[config.mk]
export PLATFORM = sky130hd
export DESIGN_NAME = debouncer_bank
export DESIGN_NICKNAME = d
export VERILOG_FILES = /design/src/rtl/debouncer_bank_pkg.sv /design/src/rtl/debouncer_channel.sv /design/src/rtl/debouncer_bank.sv
export SDC_FILE = /design/constraint.sdc
export NUM_CORES = 1
export LEC_CHECK = 0
export CAP_MARGIN = 20
export CORE_MARGIN = 2
export CORE_UTILIZATION = 50
export CTS_CLUSTER_DIAMETER = 30
export CTS_CLUSTER_SIZE = 24
export DETAILED_ROUTE_END_ITERATION = 7
export PLACE_DENSITY_LB_ADDON = 0.25
export SETUP_SLACK_MARGIN = 0.2
export SLEW_MARGIN = 15
export SYNTH_ARGS = -nofsm -noshare
export SYNTH_HDL_FRONTEND = slang
export SYNTH_SLANG_ARGS = --single-unit
[constraint.sdc]
create_clock -name clk -period 1.7 [get_ports clk]
set_clock_uncertainty 0.05 [all_clocks]
set_input_delay 0.425 -clock clk [delete_from_list [all_inputs] [get_ports clk]]
set_output_delay 0.425 -clock clk [all_outputs]
set_load 0.1 [all_outputs]
[src/rtl/debouncer_bank_pkg.sv]
// ----------------------------------------------------------------------------
// debouncer_bank_pkg
// Shared definitions for the keypad input-encoder blocks: default channel
// count, default stability window, the per-channel counter width helper and
// the edge-event encoding used inside each debouncer channel.
// ----------------------------------------------------------------------------
package debouncer_bank_pkg;

    localparam int DEF_CHANNELS      = 10;
    localparam int DEF_STABLE_CYCLES = 4;

    // Edge event produced by a channel on the edge where its state flips.
    typedef enum logic [1:0] {
        EDGE_NONE = 2'b00,
        EDGE_RISE = 2'b01,
        EDGE_FALL = 2'b10
    } edge_e;

    // Counter width able to hold 0..stable_cycles; never narrower than 1 bit.
    function automatic int cnt_width(input int stable_cycles);
        int w;
        w = $clog2(stable_cycles + 1);
        if (w < 1) begin
            w = 1;
        end else begin
            w = w;
        end
        return w;
    endfunction

endpackage

[src/rtl/debouncer_channel.sv]
// ----------------------------------------------------------------------------
// debouncer_channel
// One debounced input: two-flop synchroniser, disagreement counter,
// debounced state bit and one-cycle rise/fall pulses.
//
// Ports
//   clk       rising-edge clock
//   rst_n     asynchronous active-low reset
//   tick      sample enable; counter and state only move on tick cycles
//   raw_in    asynchronous bouncy level
//   state     registered debounced level
//   rise      one-cycle pulse after state goes 0->1
//   fall      one-cycle pulse after state goes 1->0
//   rise_nxt  combinational value that rise takes on the next edge, so the
//             bank can register its OR-reduction in the same cycle as rise
// ----------------------------------------------------------------------------
module debouncer_channel
    import debouncer_bank_pkg::*;
#(
    parameter int   STABLE_CYCLES = DEF_STABLE_CYCLES,
    parameter logic RESET_VAL     = 1'b0
) (
    input  logic clk,
    input  logic rst_n,
    input  logic tick,
    input  logic raw_in,
    output logic state,
    output logic rise,
    output logic fall,
    output logic rise_nxt
);

    localparam int             CNT_W    = cnt_width(STABLE_CYCLES);
    localparam logic [CNT_W-1:0] CNT_LAST = CNT_W'(STABLE_CYCLES - 1);

    logic             sync1_r;
    logic             sync2_r;
    logic             state_r;
    logic             rise_r;
    logic             fall_r;
    logic [CNT_W-1:0] cnt_r;

    logic             differ_s;
    logic [CNT_W-1:0] cnt_nxt_s;
    edge_e            edge_s;

    // Next counter value and edge event; the counter is cleared whenever the
    // synchronised input agrees with state, so a bounce restarts the window.
    always_comb begin
        differ_s  = sync2_r ^ state_r;
        cnt_nxt_s = cnt_r;
        edge_s    = EDGE_NONE;
        if (tick) begin
            if (differ_s) begin
                if (cnt_r == CNT_LAST) begin
                    cnt_nxt_s = '0;
                    edge_s    = state_r ? EDGE_FALL : EDGE_RISE;
                end else begin
                    cnt_nxt_s = cnt_r + CNT_W'(1);
                end
            end else begin
                cnt_nxt_s = '0;
            end
        end else begin
            cnt_nxt_s = cnt_r;
        end
    end

    // Two-flop synchroniser, clocked every cycle regardless of tick.
    always_ff @(posedge clk or negedge rst_n) begin
        if (!rst_n) begin
            sync1_r <= RESET_VAL;
            sync2_r <= RESET_VAL;
        end else begin
            sync1_r <= raw_in;
            sync2_r <= sync1_r;
        end
    end

    // Counter, debounced state and edge pulses update together.
    always_ff @(posedge clk or negedge rst_n) begin
        if (!rst_n) begin
            cnt_r   <= '0;
            state_r <= RESET_VAL;
            rise_r  <= 1'b0;
            fall_r  <= 1'b0;
        end else begin
            cnt_r <= cnt_nxt_s;
            case (edge_s)
                EDGE_RISE: begin
                    state_r <= 1'b1;
                    rise_r  <= 1'b1;
                    fall_r  <= 1'b0;
                end
                EDGE_FALL: begin
                    state_r <= 1'b0;
                    rise_r  <= 1'b0;
                    fall_r  <= 1'b1;
                end
                default: begin
                    state_r <= state_r;
                    rise_r  <= 1'b0;
                    fall_r  <= 1'b0;
                end
            endcase
        end
    end

    assign state    = state_r;
    assign rise     = rise_r;
    assign fall     = fall_r;
    assign rise_nxt = (edge_s == EDGE_RISE);

endmodule

[src/rtl/debouncer_bank.sv]
// ----------------------------------------------------------------------------
// debouncer_bank
// CHANNELS independent keypad debouncers sharing one clock, reset and tick.
//
// Ports
//   clk       rising-edge clock
//   rst_n     asynchronous active-low reset
//   tick      sample enable (prescaler strobe); tie high for per-clock use
//   raw_in    CHANNELS asynchronous bouncy levels
//   state     CHANNELS registered debounced levels
//   rise      CHANNELS one-cycle 0->1 pulses
//   fall      CHANNELS one-cycle 1->0 pulses
//   any_rise  OR of rise, registered alongside rise
// ----------------------------------------------------------------------------
module debouncer_bank
    import debouncer_bank_pkg::*;
#(
    parameter int   CHANNELS      = DEF_CHANNELS,
    parameter int   STABLE_CYCLES = DEF_STABLE_CYCLES,
    parameter logic RESET_VAL     = 1'b0
) (
    input  logic                clk,
    input  logic                rst_n,
    input  logic                tick,
    input  logic [CHANNELS-1:0] raw_in,
    output logic [CHANNELS-1:0] state,
    output logic [CHANNELS-1:0] rise,
    output logic [CHANNELS-1:0] fall,
    output logic                any_rise
);

    logic [CHANNELS-1:0] rise_nxt_s;
    logic                any_rise_r;

    for (genvar g = 0; g < CHANNELS; g++) begin : g_chan
        debouncer_channel #(
            .STABLE_CYCLES (STABLE_CYCLES),
            .RESET_VAL     (RESET_VAL)
        ) u_chan (
            .clk      (clk),
            .rst_n    (rst_n),
            .tick     (tick),
            .raw_in   (raw_in[g]),
            .state    (state[g]),
            .rise     (rise[g]),
            .fall     (fall[g]),
            .rise_nxt (rise_nxt_s[g])
        );
    end

    // Reduce the channels' next-rise values so any_rise lines up with rise.
    always_ff @(posedge clk or negedge rst_n) begin
        if (!rst_n) begin
            any_rise_r <= 1'b0;
        end else begin
            any_rise_r <= |rise_nxt_s;
        end
    end

    assign any_rise = any_rise_r;

endmodule

==> results.py, run 1 <==
metrics = {
    "timing": {
        "fin_crit_ns": 1.83,
        "worst_pin_slew_ns": 0.322,
        "hold_viol_final": 0,
        "maxSlewHeadroom_pct": 78.4,
        "fmax_mhz": 546,
        "setup_viol": 1,
        "slew_violations": 0,
        "layout_setup_ws_ns": -0.131,
        "rsz0062_at_grt": "yes",
        "fin_crit_sh_pct": 108,
    },
    "place": {
        "gp_congestion": 0.776,
        "io_buffers": 43,
        "dp_hpwl_mm": 4.76,
        "post-place-cells": 484,
    },
    "floorplan": {
        "core_um2": 7330,
        "initial_utilization_pct": 52.3,
        "rows": 31,
        "io_pins": 44,
        "die_h_um": 91.6,
        "design.die.area_um2": 8380,
        "fp.dieW_um": 91.6,
    },
    "worst_setup_path": {
        "cp_slowest_cell": "dfrtp_1",
        "cp_max_fo": 3,
        "cp-end-kind": "flip-flop",
        "rrSetupSlack_ns": -0.13,
        "crit_end": "any_rise$_DFF_PN0_",
        "crit_arrival_ns": 2.01,
        "startpoint_type": "flip-flop",
        "path_cells": "ha_4 -> nand3b_1 -> or3_1 -> ha_1 -> nor4_2 -> buf_4 -> nand3_2",
        "r2r-start": "g_chan[3].u_chan.cnt_r[0]$_DFFE_PN0P_",
        "setup.worst_path.class": "reg -> reg",
        "slowest_delay_ns": 0.42,
        "required_ns": 1.88,
        "r2r_end": "any_rise$_DFF_PN0_",
        "startpoint": "g_chan[3].u_chan.cnt_r[0]$_DFFE_PN0P_",
        "reg2reg_depth": 7,
    },
    "cells_and_area": {
        "area_growth_pct": 46.0,
        "stdcell_count": 533,
        "drive_gt1_share_pct": 38.2,
        "nets": 472,
        "layout_commonest_cell": "dfrtp_1",
        "diodes": 0,
        "mostFrequentLayoutCells": "dfrtp_1 (81), buf_4 (63), buf_12 (34)",
        "fin_util_pct": 76.3,
    },
    "routing": {
        "drt_first_pass_iters": 4,
        "drt-initial-drc-count": 135,
        "num_vias": 2716,
        "vias_per_cell": 5.10,
        "drcViolationCount": 0,
        "wl_per_cell_um": 14.2,
        "ant_nets": 0,
        "routed_wl_mm": 7.56,
    },
    "power": {
        "p_int_w": 0.00354,
        "leakage_nw": 2.56,
        "p_sw_share_pct": 25.4,
        "p_sw_w": 0.00121,
        "peakVddDrop_mv": 0.644,
        "p_per_area_nw_per_um2": 848,
        "clkPwrFrac_pct": 35.8,
        "seqPwrFrac_pct": 46.3,
        "p_comb_share_pct": 17.9,
    },
    "yosys": {
        "synth_top_family_by_area": "simple AND/OR/NAND/NOR gates",
        "syn_area_um2": 3830,
        "synth.top_cells.by_area": "dfrtp_1 (53%), ha_1 (9.8%), buf_4 (6.1%), nand2b_1 (4.6%), inv_1 (2.9%)",
        "synth_xor_area_share_pct": 2.28,
        "synth-seq-cells": 81,
        "yosys-mux-area-fraction_pct": 2.61,
        "avgSynthCellArea_um2": 11.5,
        "synth-compound-area-share_pct": 5.74,
        "syn_inst": 332,
        "synth_top_cell_by_area": "dfrtp_1",
        "synth_nets": 375,
        "yosysTopAreaCellShare_pct": 52.9,
        "synth_cell_types": 24,
        "ys_seq_area_share_pct": 52.9,
        "synth_fa_ha_area_share_pct": 9.79,
        "synth-simple-area-share_pct": 16.6,
        "yosysWarnings": 0,
    },
    "grt": {
        "grt_start_max_net_pins": 54,
        "grt_pass1_wl_mm": 12.2,
        "grt_pass1_vias": 2715,
        "antenna_found_initial": 0,
        "gr-usage-all-layers_pct": 18.3,
        "overflow": 0,
    },
    "clocking": {
        "clock_latency_ns": 0.35,
        "clkTransAtPathRegs_ns": 0.08,
        "h-tree-depth": 3,
        "cts_tree": "done",
        "cts_buffer_depth": 2,
        "cts_sinks": 81,
        "ctsRootBufferMaster": "clkbuf_8",
        "numCtsBuffers": 9,
    },
    "worst_hold_path": {
        "hp-class": "reg -> reg",
    },
    "run_status": {
        "outcome": "finished, violations left",
        "violations": "negative setup slack",
    },
    "flow_run": {
        "cap_violations": 0,
    },
}
state kept, by name, indices dropped and copies added, names as in the netlist:
name                   flops
g_chan.u_chan.state       10
g_chan.u_chan.sync1_r     10
g_chan.u_chan.cnt_r       30
any_rise                   1
g_chan.u_chan.fall        10
g_chan.u_chan.rise        10
g_chan.u_chan.sync2_r     10
worst max-delay path: cells and delay by family, from the launching register on:
family                     cells  cell delay, ns
DFF                            1            0.42
and+or+nand+nor                4            0.71
adders and majority gates      2            0.38
buffers and inverters          1            0.16
area by class of cell:
type                    instances  area (µm²)
multi-input cells             184        1660
well taps                      99         124
flip-flops and latches         81        2030
clock inverters                 5         103
inverters                      30         113
repair buffers                123        1430
fillers                       447        1740
clock buffers                  11         141
cells in the mapped netlist:
cell       n
xnor2_1   10
buf_6      2
nand3b_1  10
dfrtp_1   81
nor2_1     1
mux2i_1   10
buf_4     31
nand2b_1  28
o22ai_1   12
nand2_1   10
o31ai_1   10
nand3_1    1
or3_1     10
nor3_1    10
nor4_1     2
nor3b_1   10
clkbuf_1   1
o32ai_1    8
nor2b_1   10
or2b_1     2
buf_2      3
ha_1      30
nand4_1   10
inv_1     30
worst min path at each step:
| stage | from | to | cells past startpoint |
|---|---|---|---|
| floorplan | rst_n | any_rise$_DFF_PN0_ | 0 |
| global placement | g_chan[7].u_chan.sync1_r$_DFF_PN0_ | g_chan[7].u_chan.sync2_r$_DFF_PN0_ | 0 |
| detailed placement | g_chan[5].u_chan.sync1_r$_DFF_PN0_ | g_chan[5].u_chan.sync2_r$_DFF_PN0_ | 0 |
| CTS | g_chan[4].u_chan.sync1_r$_DFF_PN0_ | g_chan[4].u_chan.sync2_r$_DFF_PN0_ | 0 |
| global route | g_chan[8].u_chan.sync1_r$_DFF_PN0_ | g_chan[8].u_chan.sync2_r$_DFF_PN0_ | 0 |
| finish | g_chan[9].u_chan.sync1_r$_DFF_PN0_ | g_chan[9].u_chan.sync2_r$_DFF_PN0_ | 0 |
kinds of logic (layout without fill, tap and decap cells):
family | count (synthesis) | count (layout)
simple gates | 104 | 104
flops | 81 | 81
buf+inv | 67 | 169
fa+ha+maj | 30 | 30
compound gates | 30 | 30
xor+xnor | 10 | 10
mux | 10 | 10
stage by stage:
step                      setup TNS (ns)  setup slack, ns  instance area [µm²]  hold slack, ns  power (W)
after floorplan                        0           0.0664                 3840          0.0794    0.00259
after global placement            -0.518           -0.260                 4810           0.281    0.00284
after detailed placement          -0.709           -0.320                 4810           0.285    0.00288
after CTS                         -0.114           -0.114                 5350           0.300    0.00464
after global routing              -0.241           -0.223                 5600           0.313    0.00497
final                             -0.131           -0.131                 5600           0.300    0.00474
power groups by stage:
stage / combinational [W] / clock, W / sequential [W]
floorplan: 0.000392 / 0 / 0.00220
global placement: 0.000632 / 0 / 0.00220
detailed placement: 0.000665 / 0 / 0.00221
CTS: 0.000740 / 0.00172 / 0.00218
global route: 0.000941 / 0.00181 / 0.00222
finish: 0.000848 / 0.00170 / 0.00220
timing repair:
action | in CTS | in global routing
pin swaps | 9 | 19
endpoints found under the hold margin | 28 | 0
gates resized for setup | 37 | 30
hold buffers | 1 | 0
setup endpoints to repair | 20 | 24
setup buffers | 18 | 14
per-layer routing:
metal	GRT usage, %	part of all wire, %	up-vias
met4	4.92	1.3	0
met5	0	0	-
li1	-	-	1301
met1	21.8	42	1356
met2	32.2	53	50
met3	5.56	3.5	9
(Power assumes the default switching activity.)
==> inputs of run 2 (changes only) <==
--- a/config.mk
+++ b/config.mk
@@ -11,6 +11,7 @@
 export CTS_CLUSTER_DIAMETER = 30
 export CTS_CLUSTER_SIZE = 24
 export DETAILED_ROUTE_END_ITERATION = 7
+export MAX_ROUTING_LAYER = met4
 export PLACE_DENSITY_LB_ADDON = 0.25
 export SETUP_SLACK_MARGIN = 0.2
 export SLEW_MARGIN = 15
==> run 2 against run 1 <==
  * The flow still finishes with violations (negative setup slack)
  * Core utilization is the same
  * Clock power about the same
  * Register-to-register slack about the same
  * Via count fell by 0.41%
  * First-iteration DRC count fell by 16%
  * Worst hold slack better by 0.00056 ns
  * Routed wire length fell by 0.52%
  * Worst setup slack got worse by 0.0059 ns
  * Critical path type unchanged
  * Highest routed layer unchanged
==> results.py, run 2 (synthesis gave the netlist of run 1 again) <==
metrics = {
    "cells_and_area": {
        "nets": 472,
        "stdcell_count": 533,
        "fin_util_pct": 76.3,
        "layout_commonest_cell": "dfrtp_1",
        "top_register": "g_chan.u_chan.cnt_r",
        "mostFrequentLayoutCells": "dfrtp_1 (81), buf_4 (63), buf_12 (34)",
        "diodes": 0,
        "drive_gt1_share_pct": 38.2,
        "area_growth_pct": 46.0,
        "largest_reg_flops": 30,
        "fillers": 447,
        "stdcell_area_um2": 5600,
    },
    "timing": {
        "layout_setup_ws_ns": -0.137,
        "fin_crit_sh_pct": 108,
        "worst_pin_slew_ns": 0.327,
        "setup_viol": 1,
        "worst_hold_slack_ns": 0.300,
        "maxSlewHeadroom_pct": 78.0,
        "rsz0062_at_grt": "yes",
        "hold_viol_final": 0,
        "fin_crit_ns": 1.84,
        "slew_violations": 0,
        "fmax_mhz": 544,
    },
    "clocking": {
        "h-tree-depth": 3,
        "clock_latency_ns": 0.35,
        "numCtsBuffers": 9,
        "clkTransAtPathRegs_ns": 0.08,
        "cts_tree": "done",
        "cts_buffer_depth": 2,
        "ctsRootBufferMaster": "clkbuf_8",
        "cts_sinks": 81,
    },
    "floorplan": {
        "rows": 31,
        "fp.dieW_um": 91.6,
        "die_h_um": 91.6,
        "initial_utilization_pct": 52.3,
        "io_pins": 44,
        "design.die.area_um2": 8380,
        "core_um2": 7330,
    },
    "worst_setup_path": {
        "startpoint_type": "flip-flop",
        "required_ns": 1.88,
        "path_cells": "ha_4 -> nand3b_1 -> or3_1 -> ha_1 -> nor4_2 -> buf_4 -> nand3_2",
        "cp-end-kind": "flip-flop",
        "cp_slowest_cell": "dfrtp_1",
        "slowest_delay_ns": 0.42,
        "cp_max_fo": 3,
        "crit_arrival_ns": 2.01,
        "setup.worst_path.class": "reg -> reg",
    },
    "routing": {
        "drt-initial-drc-count": 113,
        "drcViolationCount": 0,
        "vias_per_cell": 5.08,
        "routed_wl_mm": 7.52,
        "ant_nets": 0,
        "drt_first_pass_iters": 4,
        "wl_per_cell_um": 14.1,
        "num_vias": 2705,
    },
    "place": {
        "post-place-cells": 484,
        "place_area_um2": 4810,
        "gp_congestion": 0.787,
        "io_buffers": 43,
        "dp_hpwl_mm": 4.76,
    },
    "power": {
        "leakage_nw": 2.56,
        "peakVddDrop_mv": 0.645,
        "power.total_w": 0.00474,
        "p_per_area_nw_per_um2": 848,
    },
    "grt": {
        "grt_start_max_net_pins": 54,
        "use_met2_pct": 32.2,
        "grt_pass1_vias": 2712,
        "overflow": 0,
        "gr-usage-all-layers_pct": 18.9,
        "grt_pass1_wl_mm": 12.2,
        "met1_usage_pct": 21.9,
        "grt-busiest-layer": "met2",
        "use_met3_pct": 5.39,
        "antenna_found_initial": 0,
    },
    "run_status": {
        "violations": "negative setup slack",
        "outcome": "finished, violations left",
    },
    "flow_run": {
        "cap_violations": 0,
    },
    "worst_hold_path": {
        "hp-class": "reg -> reg",
    },
}
## run 2: cell counts in the layout (fill, tap and decap cells not counted)
No cell type changed its count.
## run 2: where the power goes
part           internal (W)  switching, W
sequential          0.00208      0.000121
clock               0.00101      0.000683
combinational      0.000447      0.000401
total               0.00354       0.00121
## run 2: cell type report
type	instances	area [µm²]	share of cell area [%]
clock buffer	11	141	2.53
tap	99	124	2.21
timing repair buffer	123	1430	25.5
multi-input combinational	184	1660	29.7
sequential	81	2030	36.2
clock inverter	5	103	1.83
inverter	30	113	2.01
## run 2: repair_timing
action                     in CTS  in global routing
hold buffers                    1                  0
setup endpoints to repair      20                 24
pin swaps                       9                 19
gates resized for setup        37                 30
buffers inserted               18                 14
hold endpoints to repair       28                  0
cloned                          0                  0
## run 2: through the flow
step / setup TNS (ns) / worst slack (ns)
2_1_floorplan: 0 / 0.0664
3_3_place_gp: -0.518 / -0.260
3_5_place_dp: -0.709 / -0.320
4_1_cts: -0.114 / -0.114
5_1_grt: -0.241 / -0.223
6_report: -0.137 / -0.137
## run 2: final timing paths
path / start / end / slack [ns] / cells past startpoint
setup / recovery: g_chan[3].u_chan.cnt_r[0]$_DFFE_PN0P_ / any_rise$_DFF_PN0_ / -0.14 / 7
hold / removal: g_chan[9].u_chan.sync1_r$_DFF_PN0_ / g_chan[9].u_chan.sync2_r$_DFF_PN0_ / 0.30 / 0
setup reg to reg: g_chan[3].u_chan.cnt_r[0]$_DFFE_PN0P_ / any_rise$_DFF_PN0_ / -0.14 / 7
hold reg to reg: g_chan[9].u_chan.sync1_r$_DFF_PN0_ / g_chan[9].u_chan.sync2_r$_DFF_PN0_ / 0.30 / 0
max in group asynchronous: rst_n / g_chan[0].u_chan.cnt_r[0]$_DFFE_PN0P_ / 0.79 / 3
min in group asynchronous: rst_n / g_chan[6].u_chan.fall$_DFF_PN0_ / 0.52 / 3
## run 2: critical path: cells and delay by family, from the launching register on
family | cells | cell delay (ns)
and+or+nand+nor | 4 | 0.71
DFF | 1 | 0.42
adders and majority gates | 2 | 0.38
buffers and inverters | 1 | 0.16
## run 2: routing by layer
layer | wire [µm] | up-vias
li1 | - | 1301
met1 | 3170 | 1339
met2 | 4000 | 55
met3 | 262 | 10
met4 | 89 | 0
met5 | 0 | -
